[config.mk]
export PLATFORM = sky130hd
export DESIGN_NAME = eth_frame_tx
export DESIGN_NICKNAME = d
export VERILOG_FILES = /design/src/rtl/eth_frame_tx.sv
export SDC_FILE = /design/constraint.sdc
export NUM_CORES = 1
export LEC_CHECK = 0
export BUFFER_PORTS_ARGS = -buffer_cell sky130_fd_sc_hd__buf_2
export CAP_MARGIN = 20
export CORE_MARGIN = 2
export CORE_UTILIZATION = 49
export DETAILED_ROUTE_END_ITERATION = 6
export PLACE_DENSITY = 0.83
export REMOVE_ABC_BUFFERS = 1
export SLEW_MARGIN = 20
export SYNTH_ARGS = -nofsm -noshare
export SYNTH_HDL_FRONTEND = slang
export SYNTH_SLANG_ARGS = --single-unit
[constraint.sdc]
create_clock -name clk -period 4.35 [get_ports clk]
set_input_delay 0.6525 -clock clk [delete_from_list [all_inputs] [get_ports clk]]
set_output_delay 0.6525 -clock clk [all_outputs]
set_load 0.02 [all_outputs]
[src/rtl/eth_frame_tx.sv]
// eth_frame_tx: serializes a 14-byte Ethernet header (dest, src, type) followed by a byte-wide payload stream.
// Build option ETH_TX_PAD_EN zero-pads short payloads up to the minimum Ethernet payload length.
module eth_frame_tx (
    input  logic        clk,
    input  logic        rst,
    input  logic        s_eth_hdr_valid,
    output logic        s_eth_hdr_ready,
    input  logic [47:0] s_eth_dest_mac,
    input  logic [47:0] s_eth_src_mac,
    input  logic [15:0] s_eth_type,
    input  logic [7:0]  s_eth_payload_axis_tdata,
    input  logic        s_eth_payload_axis_tvalid,
    output logic        s_eth_payload_axis_tready,
    input  logic        s_eth_payload_axis_tlast,
    input  logic        s_eth_payload_axis_tuser,
    output logic [7:0]  m_axis_tdata,
    output logic        m_axis_tvalid,
    input  logic        m_axis_tready,
    output logic        m_axis_tlast,
    output logic        m_axis_tuser,
    output logic        busy
);
    localparam int unsigned HDR_BYTES = 14;
    localparam int unsigned HDR_W     = 8 * HDR_BYTES;
    localparam int unsigned HDR_CNT_W = 4;
`ifdef ETH_TX_PAD_EN
    localparam int unsigned MIN_PAYLOAD = 46;
    localparam int unsigned PAY_CNT_W   = 6;
`endif

    localparam logic [1:0] ST_IDLE    = 2'd0;
    localparam logic [1:0] ST_HEADER  = 2'd1;
    localparam logic [1:0] ST_PAYLOAD = 2'd2;
`ifdef ETH_TX_PAD_EN
    localparam logic [1:0] ST_PAD     = 2'd3;
`endif

    logic [1:0]           state;
    logic [1:0]           state_next;
    logic [HDR_W-1:0]     hdr_sr;
    logic [HDR_CNT_W-1:0] hdr_cnt;
    logic                 load_ok;
    logic                 hdr_load;
    logic                 out_load;
    logic [7:0]           out_data;
    logic                 out_last;
    logic                 out_user;
`ifdef ETH_TX_PAD_EN
    logic [PAY_CNT_W-1:0] pay_cnt;
    logic [PAY_CNT_W-1:0] pay_cnt_inc;
    logic                 pad_user;
    logic                 pay_step;
    logic                 pay_last_beat;

    assign pay_cnt_inc = (pay_cnt == '1) ? pay_cnt : pay_cnt + PAY_CNT_W'(1);
`endif

    assign load_ok = !m_axis_tvalid || m_axis_tready;
    assign busy    = (state != ST_IDLE) || m_axis_tvalid;

    // State register
    always_ff @(posedge clk or posedge rst) begin
        if (rst) begin
            state <= ST_IDLE;
        end else begin
            state <= state_next;
        end
    end

    // Next state, handshakes and output-register load selection
    always_comb begin
        state_next                = state;
        s_eth_hdr_ready           = 1'b0;
        s_eth_payload_axis_tready = 1'b0;
        hdr_load                  = 1'b0;
        out_load                  = 1'b0;
        out_data                  = hdr_sr[HDR_W-1 -: 8];
        out_last                  = 1'b0;
        out_user                  = 1'b0;
`ifdef ETH_TX_PAD_EN
        pay_step                  = 1'b0;
        pay_last_beat             = 1'b0;
`endif
        case (state)
            ST_IDLE: begin
                s_eth_hdr_ready = !rst;
                if (s_eth_hdr_valid) begin
                    state_next = ST_HEADER;
                end
            end
            ST_HEADER: begin
                if (load_ok) begin
                    hdr_load = 1'b1;
                    out_load = 1'b1;
                    if (hdr_cnt == HDR_CNT_W'(HDR_BYTES - 1)) begin
                        state_next = ST_PAYLOAD;
                    end
                end
            end
            ST_PAYLOAD: begin
                s_eth_payload_axis_tready = load_ok;
                if (load_ok && s_eth_payload_axis_tvalid) begin
                    out_load = 1'b1;
                    out_data = s_eth_payload_axis_tdata;
                    out_last = s_eth_payload_axis_tlast;
                    out_user = s_eth_payload_axis_tuser && s_eth_payload_axis_tlast;
`ifdef ETH_TX_PAD_EN
                    pay_step      = 1'b1;
                    pay_last_beat = s_eth_payload_axis_tlast;
                    if (s_eth_payload_axis_tlast) begin
                        if (pay_cnt_inc < PAY_CNT_W'(MIN_PAYLOAD)) begin
                            out_last   = 1'b0;
                            out_user   = 1'b0;
                            state_next = ST_PAD;
                        end else begin
                            state_next = ST_IDLE;
                        end
                    end
`else
                    if (s_eth_payload_axis_tlast) begin
                        state_next = ST_IDLE;
                    end
`endif
                end
            end
`ifdef ETH_TX_PAD_EN
            ST_PAD: begin
                if (load_ok) begin
                    out_load = 1'b1;
                    out_data = 8'h00;
                    pay_step = 1'b1;
                    if (pay_cnt_inc == PAY_CNT_W'(MIN_PAYLOAD)) begin
                        out_last   = 1'b1;
                        out_user   = pad_user;
                        state_next = ST_IDLE;
                    end
                end
            end
`endif
            default: state_next = ST_IDLE;
        endcase
    end

    // Header shift register, counters and the single-entry output register
    always_ff @(posedge clk or posedge rst) begin
        if (rst) begin
            hdr_sr        <= '0;
            hdr_cnt       <= '0;
            m_axis_tvalid <= 1'b0;
            m_axis_tdata  <= 8'h00;
            m_axis_tlast  <= 1'b0;
            m_axis_tuser  <= 1'b0;
`ifdef ETH_TX_PAD_EN
            pay_cnt       <= '0;
            pad_user      <= 1'b0;
`endif
        end else begin
            if (state == ST_IDLE && s_eth_hdr_valid) begin
                hdr_sr  <= {s_eth_dest_mac, s_eth_src_mac, s_eth_type};
                hdr_cnt <= '0;
`ifdef ETH_TX_PAD_EN
                pay_cnt <= '0;
`endif
            end else if (hdr_load) begin
                hdr_sr  <= {hdr_sr[HDR_W-9:0], 8'h00};
                hdr_cnt <= hdr_cnt + HDR_CNT_W'(1);
            end
`ifdef ETH_TX_PAD_EN
            if (pay_step) begin
                pay_cnt <= pay_cnt_inc;
            end
            if (pay_last_beat) begin
                pad_user <= s_eth_payload_axis_tuser;
            end
`endif
            if (out_load) begin
                m_axis_tvalid <= 1'b1;
                m_axis_tdata  <= out_data;
                m_axis_tlast  <= out_last;
                m_axis_tuser  <= out_user;
            end else if (m_axis_tready) begin
                m_axis_tvalid <= 1'b0;
            end
        end
    end
endmodule

### After elaboration in Yosys (flattened, before gate mapping)

Index checks and enable logic that the tools add are counted.

| operators by class | value |
|---|---|
| add/subtract/negate cells | 1 |
| eq/ne operators | 8 |
| muxes and demuxes | 24 |
| reductions and logical operators | 12 |

Operators by type and width:

| cell | number |
|---|---|
| $mux W112 | 2 |
| $mux W8 | 2 |
| $mux W1 | 11 |
| $mux W2 | 5 |
| $ne A2 B2 Y1 const B | 5 |
| $mux W4 | 2 |
| $pmux W2 S3 | 1 |
| $reduce_bool A2 Y1 | 3 |
| $reduce_and A5 Y1 | 1 |
| $add A4 B1 Y4 const B | 1 |
| $eq A4 B4 Y1 const B | 1 |
| $logic_and A1 B1 Y1 | 3 |
| $eq A2 B1 Y1 const B | 1 |
| $eq A2 B2 Y1 const B | 1 |
| $logic_not A1 Y1 | 2 |
| $logic_not A2 Y1 | 1 |
| $logic_or A1 B1 Y1 | 2 |
| $pmux W1 S2 | 1 |

| word-level totals | value |
|---|---|
| bits in registers | 129 |
| bits of input ports | 127 |
| output and inout port bits | 14 |
| logic and storage cells | 52 |

### Longest topological paths before layout

| logic depth | value |
|---|---|
| depth after elaboration | 6 |
| depth in mapped cells | 8 |
| depth with buffers taken out | 6 |

### Least setup slack after synthesis

No wires, ideal clock.

| timing path | value |
|---|---|
| path type | input -> output |
| start | in m_axis_tready |
| end | out s_eth_payload_axis_tready |
| data arrival time | 1,149 ps |
| data required time | 3,697 ps |
| slack | 2,549 ps |
| cell stages on the path | 3 |
| buffers on the path | 1 |
| cell sequence | nand2b_1 buf_4 and2_1 |

| between the ends | value |
|---|---|
| longest elaborated chain between the ends | 2 |

RTL lines:

| item | line | text |
|---|---|---|
| from (decl) | 18 | `input logic m_axis_tready,` |
| $logic_or A1 B1 Y1 | 58 | `assign load_ok = !m_axis_tvalid \|\| m_axis_tready;` |
| $mux W1 | 84 | `case (state)` |
| to (decl) | 13 | `output logic s_eth_payload_axis_tready,` |

Every way passes these cells.

### Worst setup path after layout

| timing path | value |
|---|---|
| start | reg state[1] |
| end | reg hdr_sr[81] |

| between the ends | value |
|---|---|
| longest elaborated chain between the ends | 3 |
| elaborated cells between the ends (all ways) | 6 |
| those cells by class | eq/ne: 1; mux: 2; reduce/logical: 3 |

RTL lines:

| item | line | text |
|---|---|---|
| from (decl) | 38 | `logic [1:0] state;` |
| from (signal assigned) | 66 | `state <= state_next;` |
| $eq A2 B1 Y1 / $logic_not A2 Y1 (equally long branches) | 84, 158 |  |
| $mux W1 / $logic_and A1 B1 Y1 (equally long branches) | 84, 158 |  |
| $reduce_bool A2 Y1 (no line) / $mux W112 (equally long branches) | -- |  |
| to (signal assigned) | 159 | `hdr_sr <= {s_eth_dest_mac, s_eth_src_mac, s_eth_type};` |
| to (signal assigned) | 165 | `hdr_sr <= {hdr_sr[HDR_W-9:0], 8'h00};` |
| to (decl) | 40 | `logic [HDR_W-1:0] hdr_sr;` |

Several ways; a longest one is shown, not always the timed one.
A chain may end at the register's enable or synchronous reset.

==> results_dict.tcl <==
set metrics [dict create \
    wl_per_cell_um 13.6 \
    finalHoldViolations 0 \
    start_util_pct 50.0 \
    worst_stage_delay_on_the_critical_path_ns 0.58 \
    clock-skew-final_ns 0.00741 \
    cp.arrival_ns 2.62 \
    clock_power_share_pct 24.6 \
    r2r-end "hdr_sr[81]" \
    number_of_maximum_capacitance_violations 0 \
    synth_area_leader_cell "dfrtp_1" \
    core.rowCount 40 \
    synthDistinctLibCells 26 \
    clock_buffers_created_by_tritoncts 17 \
    hold_path_class "input port to register" \
    powerDensity_nw_per_um2 728 \
    timing.critical_path.from_type "register" \
    flow.area_growth_from_synthesis_pct 20.8 \
    postCtsHoldBufs 0 \
    timing.critical_path.cells "inv_1 > ha_1 > nand2_8 > mux2i_1 > o21ai_0" \
    place_worst_setup_slack_ns 1.79 \
    r2r_setup_slack_ns 2.01 \
    worstSkewPairLatency_ns 0.42 \
    cts_resized 0 \
    leakage_power_nw 3.80 \
    groute.usage.overall_pct 19.2 \
    most_frequent_cells_in_the_layout "buf_2, nand2_1, dfrtp_1" \
    gp_weighted_congestion 0.793 \
    drc_errors 0 \
    path_max_fanout 115 \
    grt_start_max_net_pins 116 \
    clkSinkCount 129 \
    cp.required_ns 4.64 \
    syn-cell-area_sq_um 5980 \
    internal_power_w 0.00344 \
    routed_via_density 5.18 \
    die_height_um 114 \
    max-vdd-ir-drop_uv 468 \
    place_hpwl_um 7600 \
    endpoint_kind "register" \
    hold_slack_ns 0.432 \
    switching_power_w 0.00182 \
    cts.repair_timing.setup_buffer_count 0 \
    syn-mean-instance-area_sq_um 10.4 \
    clkTransAtPathRegs_ns 0.05 \
    detail_route.iter0.violations 214 \
    layout.cells.non_filler 854 \
    tritoncts "done" \
    grt_pass1_vias 4416 \
    maxSlewViolCount 0 \
    ys.warnings.count 0 \
    number_of_search_and_repair_iterations_in_the_first_detailed_routing_pass 4 \
    timing.critical_path.max_delay_family "simple AND/OR/NAND/NOR gates" \
    area_of_the_die_sq_um 13100 \
    grt_pass1_wl_um 19900 \
    antenna-diode-count 0 \
    rsz0062_at_grt "false" \
    max_h_tree_level 4 \
    whs_endpoint "hdr_sr[12]" \
    timing.setup.critical_path_class "register to register" \
    hold_path.startpoint "s_eth_type[12]" \
    power.switching_fraction_pct 34.7 \
    crit_slowest_cell "nand2_8" \
    period_needed_ns 2.34 \
    fmaxAchievable_mhz 428 \
    power.total_w 0.00526 \
    timing.reg2reg.worst_path_depth 5 \
    cts.path.max_buffers 2 \
    horiz_die_dim_um 114 \
    cts_root_buffer "clkbuf_16" \
    port_buffers 140 \
    area_of_the_core_region_sq_um 12000 \
    min_period_over_period_pct 53.7 \
    combinationalPowerShare_pct 36.0 \
    power_frac_seq_pct 39.4 \
    layout.nets 828 \
    synth.yosys.seq_area_share_pct 54.0 \
    synthCells 573 \
    synth.area.top_cells "dfrtp_1, mux2i_1, o21ai_0" \
    place.detailed.instances 822 \
    tightestPinTransition_ns 1.16 \
    fin_util_pct 60.4 \
    final_layout_size_suffix_gt1_share_pct 24.6 \
    post_synthesis_sequential_element_count 129 \
    critical_path_buf_inv_count 1 \
    num_vias 4424 \
    wl_um 11600 \
    antenna_found_initial 0 \
    setup_slack_ns 2.01 \
    run_status "completed" \
    min_delay_path_depth 3 \
    post-synth-top-area-fraction_pct 54.0 \
    most_frequent_standard_cell_in_the_layout_excluding_fill_and_tap_cells "buf_2" \
    setup_viol 0 \
    total_i_o_pin_count 141 \
    worst_r2r_startpoint "state[1]" \
    detail-route-antenna-nets 0 \
    grt_overflow_total 0 \
    timing.slew.headroom_pct 22.8 \
]
## through the flow
step                      TNS, ns  cell area (sq um)
after floorplan            -35.69               5740
after global placement          0               6680
after detailed placement        0               6680
after CTS                       0               7230
after global routing            0               7230
final                           0               7230
## cell type report
cell class	count	area, sq um
clock inverter	4	22.5
clock buffer	28	527
tap	147	184
multi-input combinational	399	2510
sequential	129	3230
inverter	4	20.0
fill	1020	4740
timing repair buffer	143	736
## routing by layer
metal  vias to the layer above  track usage [%]  share of wire (%)
li1                       2210                -                  -
met1                      2088             23.8                 45
met2                       109             31.6                 48
met3                        17             5.45                5.4
met4                         0             8.21                1.7
met5                         -                0                  0
## worst min-delay path, stage by stage
cell and delay, ns:
buf_2 0.07, nand2_1 0.03, o21ai_0 0.05
## power groups by stage
stage                     clock, W  combinational [W]  sequential, W
final                      0.00129            0.00189        0.00207
after global routing       0.00138            0.00215        0.00215
after CTS                  0.00132            0.00192        0.00208
after detailed placement         0            0.00191        0.00210
after global placement           0            0.00180        0.00205
after floorplan                  0            0.00150        0.00206
## kinds of logic after synthesis
| logic type | count (synthesis) | share of synthesized area [%] |
|---|---|---|
| XOR/XNOR | 3 | 0.439 |
| multiplexers | 114 | 19.1 |
| AO/OA/AOI/OAI | 124 | 10.6 |
| flip-flops | 129 | 54.0 |
| adder cells (fa/ha/maj) | 7 | 1.46 |
| AND/OR/NAND/NOR | 151 | 10.1 |
| buffers and inverters | 45 | 4.27 |
## registers in the layout, indices dropped and copies added (netlist names)
register / flops
hdr_cnt: 4
hdr_sr: 112
m_axis_tdata: 8
m_axis_tlast: 1
m_axis_tuser: 1
m_axis_tvalid: 1
state: 2
## worst max path at each step
stage	from	endpoint	slack, ns	depth (start not counted)
2_1_floorplan	state[0]	hdr_sr[0]	-0.34	4
3_3_place_gp	m_axis_tready	hdr_cnt[1]	1.87	5
3_5_place_dp	m_axis_tready	hdr_sr[108]	1.79	5
4_1_cts	state[1]	hdr_cnt[1]	1.99	5
5_1_grt	state[1]	hdr_cnt[1]	1.83	5
6_report	state[1]	hdr_sr[81]	2.01	5
## synth_stat cells
cell      number
o21ai_1       12
buf_4          8
mux2i_1      112
a221o_1        1
nand2_1      132
buf_6          5
and3_1         2
o21ai_0      108
nand2b_1       2
a21oi_1        1
nor2_1         3
or2_2          1
inv_1          4
nor2b_1        2
mux2_1         2
nand2_4        1
nand4_1        2
ha_1           7
xor2_1         3
buf_2         15
nand3_1        4
clkbuf_1      13
and2_1         2
dfrtp_1      129
a21o_1         1
a32o_1         1
(Power assumes the default switching activity.)
